## src/rtl/mips_multicycle_controller_if.sv

```systemverilog
// Control/status bundle between the multicycle MIPS controller and its datapath.
// The controller takes the master side; the datapath (or a bench) takes the slave side.
interface mips_multicycle_controller_if;
  logic [5:0] op;
  logic [5:0] funct;
  logic       zero;
  logic       memready;
  logic       pcen;
  logic       memread;
  logic       memwrite;
  logic       irwrite;
  logic       regwrite;
  logic       iord;
  logic       alusrca;
  logic [1:0] alusrcb;
  logic [1:0] pcsrc;
  logic [1:0] regdst;
  logic [1:0] memtoreg;
  logic [2:0] alucontrol;
  logic [3:0] state;
  logic       error;

  modport master (
    input  op, funct, zero, memready,
    output pcen, memread, memwrite, irwrite, regwrite, iord, alusrca,
           alusrcb, pcsrc, regdst, memtoreg, alucontrol, state, error
  );

  modport slave (
    output op, funct, zero, memready,
    input  pcen, memread, memwrite, irwrite, regwrite, iord, alusrca,
           alusrcb, pcsrc, regdst, memtoreg, alucontrol, state, error
  );
endinterface

```

## src/rtl/mips_multicycle_controller.sv

```systemverilog
// Moore control FSM for a multicycle MIPS datapath with memory-ready stalls,
// a bounded wait timeout and a sticky trap state for timeouts and illegal opcodes.
module mips_multicycle_controller #(
  parameter int unsigned maxwait = 15
) (
  input logic                        clk,
  input logic                        reset,
  mips_multicycle_controller_if.master bus
);

  localparam int unsigned cw = $clog2(maxwait + 1);

  localparam logic [5:0] op_rtype = 6'b000000;
  localparam logic [5:0] op_lw    = 6'b100011;
  localparam logic [5:0] op_sw    = 6'b101011;
  localparam logic [5:0] op_beq   = 6'b000100;
  localparam logic [5:0] op_addi  = 6'b001000;
  localparam logic [5:0] op_j     = 6'b000010;
  localparam logic [5:0] op_jal   = 6'b000011;

  typedef enum logic [3:0] {
    FETCH   = 4'd0,
    DECODE  = 4'd1,
    MEMADR  = 4'd2,
    MEMRD   = 4'd3,
    MEMWB   = 4'd4,
    MEMWR   = 4'd5,
    EXECUTE = 4'd6,
    ALUWB   = 4'd7,
    BRANCH  = 4'd8,
    ADDIEX  = 4'd9,
    ADDIWB  = 4'd10,
    JUMP    = 4'd11,
    JAL     = 4'd12,
    ERROR   = 4'd15
  } state_t;

  state_t        st;
  state_t        nxt;
  logic [cw-1:0] wait_cnt;
  logic          err;
  logic          funct_ok;
  logic [2:0]    funct_alu;
  logic          wait_state;
  logic          timeout;

  always_comb begin
    funct_ok  = 1'b1;
    funct_alu = 3'b010;
    case (bus.funct)
      6'b100000: funct_alu = 3'b010;
      6'b100010: funct_alu = 3'b110;
      6'b100100: funct_alu = 3'b000;
      6'b100101: funct_alu = 3'b001;
      6'b101010: funct_alu = 3'b111;
      default: begin
        funct_alu = 3'b010;
        funct_ok  = 1'b0;
      end
    endcase
  end

  // The wait counter only ever runs while holding in one memory state, so the
  // timeout compares against maxwait-1: the maxwait-th low cycle traps.
  assign wait_state = (st == FETCH) || (st == MEMRD) || (st == MEMWR);
  assign timeout    = wait_state && !bus.memready && (wait_cnt == cw'(maxwait - 1));

  always_comb begin
    nxt = st;
    case (st)
      FETCH:   nxt = bus.memready ? DECODE : FETCH;
      DECODE: begin
        case (bus.op)
          op_lw, op_sw: nxt = MEMADR;
          op_rtype:     nxt = EXECUTE;
          op_beq:       nxt = BRANCH;
          op_addi:      nxt = ADDIEX;
          op_j:         nxt = JUMP;
          op_jal:       nxt = JAL;
          default:      nxt = ERROR;
        endcase
      end
      MEMADR: begin
        if (bus.op == op_lw)      nxt = MEMRD;
        else if (bus.op == op_sw) nxt = MEMWR;
        else                      nxt = ERROR;
      end
      MEMRD:   nxt = bus.memready ? MEMWB : MEMRD;
      MEMWB:   nxt = FETCH;
      MEMWR:   nxt = bus.memready ? FETCH : MEMWR;
      EXECUTE: nxt = funct_ok ? ALUWB : ERROR;
      ALUWB:   nxt = FETCH;
      BRANCH:  nxt = FETCH;
      ADDIEX:  nxt = ADDIWB;
      ADDIWB:  nxt = FETCH;
      JUMP:    nxt = FETCH;
      JAL:     nxt = FETCH;
      ERROR:   nxt = ERROR;
      default: nxt = ERROR;
    endcase
    if (timeout) nxt = ERROR;
  end

  always_ff @(posedge clk or posedge reset) begin
    if (reset) begin
      st       <= FETCH;
      wait_cnt <= '0;
      err      <= 1'b0;
    end else begin
      st  <= nxt;
      err <= err || (nxt == ERROR);
      if (nxt != st)
        wait_cnt <= '0;
      else if (wait_state && !bus.memready)
        wait_cnt <= wait_cnt + cw'(1);
    end
  end

  always_comb begin
    bus.pcen       = 1'b0;
    bus.memread    = 1'b0;
    bus.memwrite   = 1'b0;
    bus.irwrite    = 1'b0;
    bus.regwrite   = 1'b0;
    bus.iord       = 1'b0;
    bus.alusrca    = 1'b0;
    bus.alusrcb    = 2'b00;
    bus.pcsrc      = 2'b00;
    bus.regdst     = 2'b00;
    bus.memtoreg   = 2'b00;
    bus.alucontrol = 3'b010;
    case (st)
      FETCH: begin
        bus.memread = 1'b1;
        bus.alusrcb = 2'b01;
        bus.irwrite = bus.memready;
        bus.pcen    = bus.memready;
      end
      DECODE:  bus.alusrcb = 2'b11;
      MEMADR: begin
        bus.alusrca = 1'b1;
        bus.alusrcb = 2'b10;
      end
      MEMRD: begin
        bus.memread = 1'b1;
        bus.iord    = 1'b1;
      end
      MEMWB: begin
        bus.regwrite = 1'b1;
        bus.memtoreg = 2'b01;
      end
      MEMWR: begin
        bus.memwrite = 1'b1;
        bus.iord     = 1'b1;
      end
      EXECUTE: begin
        bus.alusrca    = 1'b1;
        bus.alucontrol = funct_alu;
      end
      ALUWB: begin
        bus.regwrite = 1'b1;
        bus.regdst   = 2'b01;
      end
      BRANCH: begin
        bus.alusrca    = 1'b1;
        bus.alucontrol = 3'b110;
        bus.pcsrc      = 2'b01;
        bus.pcen       = bus.zero;
      end
      ADDIEX: begin
        bus.alusrca = 1'b1;
        bus.alusrcb = 2'b10;
      end
      ADDIWB:  bus.regwrite = 1'b1;
      JUMP: begin
        bus.pcsrc = 2'b10;
        bus.pcen  = 1'b1;
      end
      JAL: begin
        bus.pcsrc    = 2'b10;
        bus.pcen     = 1'b1;
        bus.regwrite = 1'b1;
        bus.regdst   = 2'b10;
        bus.memtoreg = 2'b10;
      end
      default: ;
    endcase
  end

  assign bus.state = st;
  assign bus.error = err;

endmodule

```

## src/flat_wrapper.sv

```systemverilog
// flat-port wrapper written by rule: the top's interface ports become plain ports
module mips_multicycle_controller_flat 
#(
  parameter int unsigned maxwait = 15
)
  (clk, reset, bus_op, bus_funct, bus_zero, bus_memready, bus_pcen, bus_memread, bus_memwrite, bus_irwrite, bus_regwrite, bus_iord, bus_alusrca, bus_alusrcb, bus_pcsrc, bus_regdst, bus_memtoreg, bus_alucontrol, bus_state, bus_error);
  mips_multicycle_controller_if bus_i ();
  input logic clk;
  input logic reset;
  input wire logic [$bits(bus_i.op)-1:0] bus_op;
  input wire logic [$bits(bus_i.funct)-1:0] bus_funct;
  input wire logic [$bits(bus_i.zero)-1:0] bus_zero;
  input wire logic [$bits(bus_i.memready)-1:0] bus_memready;
  output wire logic [$bits(bus_i.pcen)-1:0] bus_pcen;
  output wire logic [$bits(bus_i.memread)-1:0] bus_memread;
  output wire logic [$bits(bus_i.memwrite)-1:0] bus_memwrite;
  output wire logic [$bits(bus_i.irwrite)-1:0] bus_irwrite;
  output wire logic [$bits(bus_i.regwrite)-1:0] bus_regwrite;
  output wire logic [$bits(bus_i.iord)-1:0] bus_iord;
  output wire logic [$bits(bus_i.alusrca)-1:0] bus_alusrca;
  output wire logic [$bits(bus_i.alusrcb)-1:0] bus_alusrcb;
  output wire logic [$bits(bus_i.pcsrc)-1:0] bus_pcsrc;
  output wire logic [$bits(bus_i.regdst)-1:0] bus_regdst;
  output wire logic [$bits(bus_i.memtoreg)-1:0] bus_memtoreg;
  output wire logic [$bits(bus_i.alucontrol)-1:0] bus_alucontrol;
  output wire logic [$bits(bus_i.state)-1:0] bus_state;
  output wire logic [$bits(bus_i.error)-1:0] bus_error;
  assign bus_i.op = bus_op;
  assign bus_i.funct = bus_funct;
  assign bus_i.zero = bus_zero;
  assign bus_i.memready = bus_memready;
  assign bus_pcen = bus_i.pcen;
  assign bus_memread = bus_i.memread;
  assign bus_memwrite = bus_i.memwrite;
  assign bus_irwrite = bus_i.irwrite;
  assign bus_regwrite = bus_i.regwrite;
  assign bus_iord = bus_i.iord;
  assign bus_alusrca = bus_i.alusrca;
  assign bus_alusrcb = bus_i.alusrcb;
  assign bus_pcsrc = bus_i.pcsrc;
  assign bus_regdst = bus_i.regdst;
  assign bus_memtoreg = bus_i.memtoreg;
  assign bus_alucontrol = bus_i.alucontrol;
  assign bus_state = bus_i.state;
  assign bus_error = bus_i.error;
  mips_multicycle_controller #(.maxwait(maxwait)) u_core (.clk(clk), .reset(reset), .bus(bus_i));
endmodule
```

## config.mk

```make
export PLATFORM = sky130hd
export DESIGN_NAME = mips_multicycle_controller_flat
export DESIGN_NICKNAME = d
export VERILOG_FILES = /design/src/rtl/mips_multicycle_controller_if.sv /design/src/rtl/mips_multicycle_controller.sv /design/src/flat_wrapper.sv
export SDC_FILE = /design/constraint.sdc
export NUM_CORES = 1
export LEC_CHECK = 0
export ABC_AREA = 1
export BUFFER_PORTS_ARGS = -buffer_cell sky130_fd_sc_hd__buf_2
export CORE_UTILIZATION = 48
export DETAILED_ROUTE_END_ITERATION = 10
export GPL_TIMING_DRIVEN = 0
export PLACE_DENSITY = 0.79
export SYNTH_ARGS = -nofsm -noshare
export SYNTH_HDL_FRONTEND = slang
export SYNTH_SLANG_ARGS = --single-unit
```

## constraint.sdc

```tcl
create_clock -name clk -period 2 [get_ports clk]
set_input_delay 0.3 -clock clk [delete_from_list [all_inputs] [get_ports clk]]
set_output_delay 0.3 -clock clk [all_outputs]
set_load 0.01 [all_outputs]
```

==> flow_summary.ini, run 1 <==
[synth]
syn_inst = 174
yosysUniqueCellTypes = 21
synth.cell_area_mm2 = 0.001015
synth.top_cell.area_share_pct = 22.19
seq_area_frac_synth_pct = 22.19
synth-seq-cells = 9
synth_area_leaders = dfrtp_1 (22%), nand2_1 (16%), nor2_1 (12%)
synth-warning-count = 0
synth_area_leader_cell = dfrtp_1
synth.avg_cell_area_um2 = 5.832
syn_nets = 192

[sta]
fmax_mhz = 545.9
fin_crit_ns = 1.832
fin_skew_ns = 0.001658
grt_setup_unrepaired = no
tns_ns = 0
setup_viol = 0
slew_violations = 0
hold_ws_ns = 0.4782
slew-limit-headroom_pct = 78.64
tightest_slew_ns = 0.3175
finalHoldViolCount = 0
min_period_over_period_pct = 91.59
worst_slack_ns = 0.1683

[grt]
antenna_found_initial = 0
grt_usage_pct = 21.59
grt_max_degree = 10
grt_pass1_wl_um = 3581
grt_pass1_vias = 971
overflow = 0

[final_layout]
fillers = 194
area.growth.synth_to_final_pct = 27.13
num_antenna_cells = 0
final_cell_mix = nand2_1 (44), buf_2 (38), nor2_1 (30)
final_cells = 244
fin_util_pct = 65.09
layout.nets = 236
layout-drive-gt1-share_pct = 30.88
final_common_cell = nand2_1

[power_and_ir_drop]
p_leak_uw = 0.0007894
ir_drop_mv = 1.122
powerDensity_mw_per_mm2 = 1322

[route]
totalWireLength_um = 2359
drt_iter0_markers = 30
viasPerCell = 4.947
first_pass_iters = 4
num_vias = 1207
drcViolationCount = 0
wire_per_inst_um = 9.668
drtAntennaViolNets = 0

[clock_tree]
postCtsSetupBuffers = 0
cts.path.max_buffers = 2
cts_tree = yes
numCtsBuffers = 3
cts_sinks = 9
clk_latency_ns = 0.25
root_buffer = clkbuf_4
clk_pin_slew_worst_paths_ns = 0.05
h-tree-depth = 1

[worst_setup_path]
crit_fanout = 6
start_kind = register
crit_type = reg -> out
worst_ep_arrival_time_ns = 1.53
required_ns = 1.70
end_kind = primary output

[die]
initial_utilization_pct = 51.20
die_h_um = 47.98
rows = 16
dieArea_mm2 = 0.002302
die_w_um = 47.98
io_pins = 39
core_mm2 = 0.001982

[placed_design]
hpwl_um = 2013
place_inst = 239
portBuffers = 38
dp_slack_ns = 0.1891
gp_congestion = 0.9245

[run_status]
outcome = completed

[job]
cap_violations = 0

[min_path]
min_path_type = reg -> reg
## worst max-delay path, stage by stage, from the launching register on
cell     delay, ns
dfrtp_1       0.47
nor2_4        0.22
inv_2         0.08
nor2_2        0.20
a21oi_1       0.09
o21ai_0       0.08
buf_2         0.15
## cells by family after synthesis
kind of cell,Yosys count,synth area share (%)
xor gates and xnor gates,3,2.590
buffers and inverters,29,10.73
and+or+nand+nor,120,55.61
DFF,9,22.20
AOI/OAI and AO/OA,11,6.412
adders and majority gates,2,2.466
## synthesized netlist by cell type (all sizes together)
cell / instances
inv: 29
nand2: 49
a21oi: 3
nand3: 24
nor3: 4
o21ai: 5
nor2: 38
nor4: 1
nand3b: 1
a31o: 2
o21bai: 1
dfrtp: 9
xor2: 3
nand4: 3
ha: 2
## metrics by stage
| stage | total power [µW] | cell area (µm²) |
|---|---|---|
| finish | 1705 | 1290 |
| global route | 1896 | 1290 |
| global placement | 1516 | 1239 |
| CTS | 1683 | 1277 |
| floorplan | 1192 | 1015 |
| detailed placement | 1542 | 1239 |
## final timing paths
path | from | endpoint | slack [ns] | depth (start not counted)
setup / recovery | u_core.bus.state[2] | bus_alusrcb[1] | 0.17 | 6
hold / removal | u_core.bus.error | u_core.bus.error | 0.48 | 1
setup reg to reg | u_core.bus.state[0] | u_core.wait_cnt[2] | 0.19 | 13
hold reg to reg | u_core.bus.error | u_core.bus.error | 0.48 | 1
max in group asynchronous | reset | u_core.bus.state[3] | 1.21 | 3
min in group asynchronous | reset | u_core.wait_cnt[1] | 0.54 | 3
## final cells by class
| cell class | count | area [µm²] | area share [%] |
|---|---|---|---|
| clock buffer | 4 | 26.28 | 2.037 |
| timing repair buffer | 39 | 200.2 | 15.52 |
| sequential | 9 | 227.7 | 17.65 |
| multi-input combinational | 136 | 693.2 | 53.73 |
| tap | 27 | 33.78 | 2.619 |
| inverter | 29 | 108.9 | 8.438 |
## registers in the layout, indices dropped and copies added, names as in the netlist
| name | count |
|---|---|
| u_core.wait_cnt | 4 |
| u_core.bus.state | 4 |
| u_core.bus.error | 1 |
## where the power goes
part           switching, µW  internal, µW
clock                   51.7          76.1
combinational            811           428
sequential              98.1           240
## timing repair
item                                   4_1_cts  5_1_grt
pin swaps                                    0        0
endpoints found under the hold margin        9        0
setup endpoints to repair                    1        8
hold buffers                                 1        0
resized for setup                            1        6
## metal layers
| layer | GRT usage [%] | share of wire [%] | vias to the layer above |
|---|---|---|---|
| met4 | 6.667 | 0 | 0 |
| met3 | 2.264 | 6.2 | 0 |
| li1 | - | - | 641 |
| met2 | 38.65 | 47 | 48 |
| met5 | 0 | 0 | - |
| met1 | 27.00 | 47 | 518 |
Note: power is estimated with default switching activity, not from simulation.
==> inputs of run 2 (changes only) <==
Settings changed: PLACE_DENSITY 0.79 to 0.8.
==> run 2 against run 1 <==
Against the previous run: utilization unchanged; setup slack got worse by 0.0067 ns; sequential power about the same; final cell count stayed put; clock power barely moved; critical endpoint unchanged; largest cell class unchanged.
==> flow_summary.ini, run 2 (synthesized netlist as in run 1, its figures left out) <==
[sta]
slew_violations = 0
slew-limit-headroom_pct = 75.91
fin_skew_ns = 0.002051
tns_ns = 0
tightest_slew_ns = 0.3580
min_period_over_period_pct = 91.92
setup_viol = 0
fmax_mhz = 543.9
hold_ws_ns = 0.4866
finalHoldViolCount = 0
fin_crit_ns = 1.838
grt_setup_unrepaired = no

[worst_setup_path]
crit_type = reg -> out
crit_cells = 6
reg2reg_from = u_core.bus.state[0]
worst_ep_arrival_time_ns = 1.54
start_kind = register
worstPathBufferInverterCount = 2
r2r-end = u_core.wait_cnt[0]
crit_fanout = 6
slowest_stage = dfrtp_1
path_cells = nor2_4 -> inv_2 -> nor2_2 -> a21oi_1 -> o21ai_0 -> buf_2
end_kind = primary output
worst_path_largest_cell_delay_ns = 0.47
startpoint = u_core.bus.state[2]
reg2reg_depth = 13
required_ns = 1.70
reg2reg_slack_ns = 0.19
crit_family = flip-flops
crit_end = bus_alusrcb[1]

[die]
initial_utilization_pct = 51.20
rows = 16
io_pins = 39
core_mm2 = 0.001982
die_h_um = 47.98
die_w_um = 47.98
dieArea_mm2 = 0.002302

[route]
drtAntennaViolNets = 0
num_vias = 1222
first_pass_iters = 5
drt_iter0_markers = 28
totalWireLength_um = 2377
viasPerCell = 5.008
drcViolationCount = 0
wire_per_inst_um = 9.742

[clock_tree]
clk_latency_ns = 0.25
clk_pin_slew_worst_paths_ns = 0.05
h-tree-depth = 1
cts.path.max_buffers = 2
cts_sinks = 9
root_buffer = clkbuf_4
cts_tree = yes
numCtsBuffers = 3

[final_layout]
final_cell_mix = nand2_1 (44), buf_2 (38), nor2_1 (30)
area.growth.synth_to_final_pct = 27.13
fin_util_pct = 65.09
final_common_cell = nand2_1
fillers = 180
num_antenna_cells = 0
layout.nets = 236
fin_area_mm2 = 0.001290
layout-drive-gt1-share_pct = 30.88

[grt]
grt_usage_pct = 21.96
top_usage_layer = met2
grtUsageMet2_pct = 37.84
grt_pass1_vias = 934
grt_max_degree = 10
overflow = 0
use_met1_pct = 25.58
gr-usage-met3_pct = 3.396
grt_pass1_wl_um = 3491
antenna_found_initial = 0

[placed_design]
hpwl_um = 2014
gp_congestion = 0.9228
portBuffers = 38
dpl_cell_area_mm2 = 0.001239

[min_path]
min_path_type = reg -> reg

[power_and_ir_drop]
p_total_uw = 1698
p_leak_uw = 0.0007894
powerDensity_mw_per_mm2 = 1317
ir_drop_mv = 1.112

[run_status]
outcome = completed

[job]
cap_violations = 0
-- run 2: final cells by class --
class                      instances  area, µm²  share of cell area [%]
multi-input combinational        136      693.2                   53.73
sequential                         9      227.7                   17.65
timing repair buffer              39      200.2                   15.52
inverter                          29      108.9                   8.438
tap                               27      33.78                   2.619
clock buffer                       4      26.28                   2.037
-- run 2: how the worst min path moves through the flow --
| stage | from | to | slack, ns | cells past startpoint |
|---|---|---|---|---|
| after floorplan | reset | u_core.bus.error | 0.13 | 1 |
| after global placement | reset | u_core.bus.state[0] | 0.25 | 2 |
| after detailed placement | reset | u_core.wait_cnt[3] | 0.26 | 2 |
| after CTS | bus_memready | u_core.bus.state[2] | 0.49 | 5 |
| after global routing | u_core.bus.error | u_core.bus.error | 0.51 | 1 |
| final | u_core.bus.error | u_core.bus.error | 0.49 | 1 |
-- run 2: metrics by stage --
| stage | worst slack (ns) | std cells |
|---|---|---|
| global route | 0.003844 | 244 |
| finish | 0.1615 | 244 |
| floorplan | 0.2830 | 174 |
| CTS | 0.05868 | 244 |
| global placement | 0.2045 | 239 |
| detailed placement | 0.2027 | 239 |
-- run 2: report_power, final --
part | total [µW] | leakage, µW | internal [µW] | switching (µW)
combinational | 1230 | 0.000662 | 428 | 801
sequential | 338 | 0.000113 | 240 | 98.4
clock | 131 | 0.0000150 | 76.3 | 54.6
total | 1700 | 0.000789 | 744 | 954
-- run 2: timing repair --
action / 4_1_cts / 5_1_grt
resized for setup: 1 / 6
endpoints found under the hold margin: 9 / 0
hold buffers: 1 / 0
setup buffers: 0 / 0
endpoints found under the setup margin: 1 / 9
pin swaps: 0 / 0
-- run 2: layer usage --
layer / routed length (µm) / vias up
li1: - / 634
met1: 1094 / 545
met2: 1161 / 43
met3: 121 / 0
met4: 0 / 0
met5: 0 / -
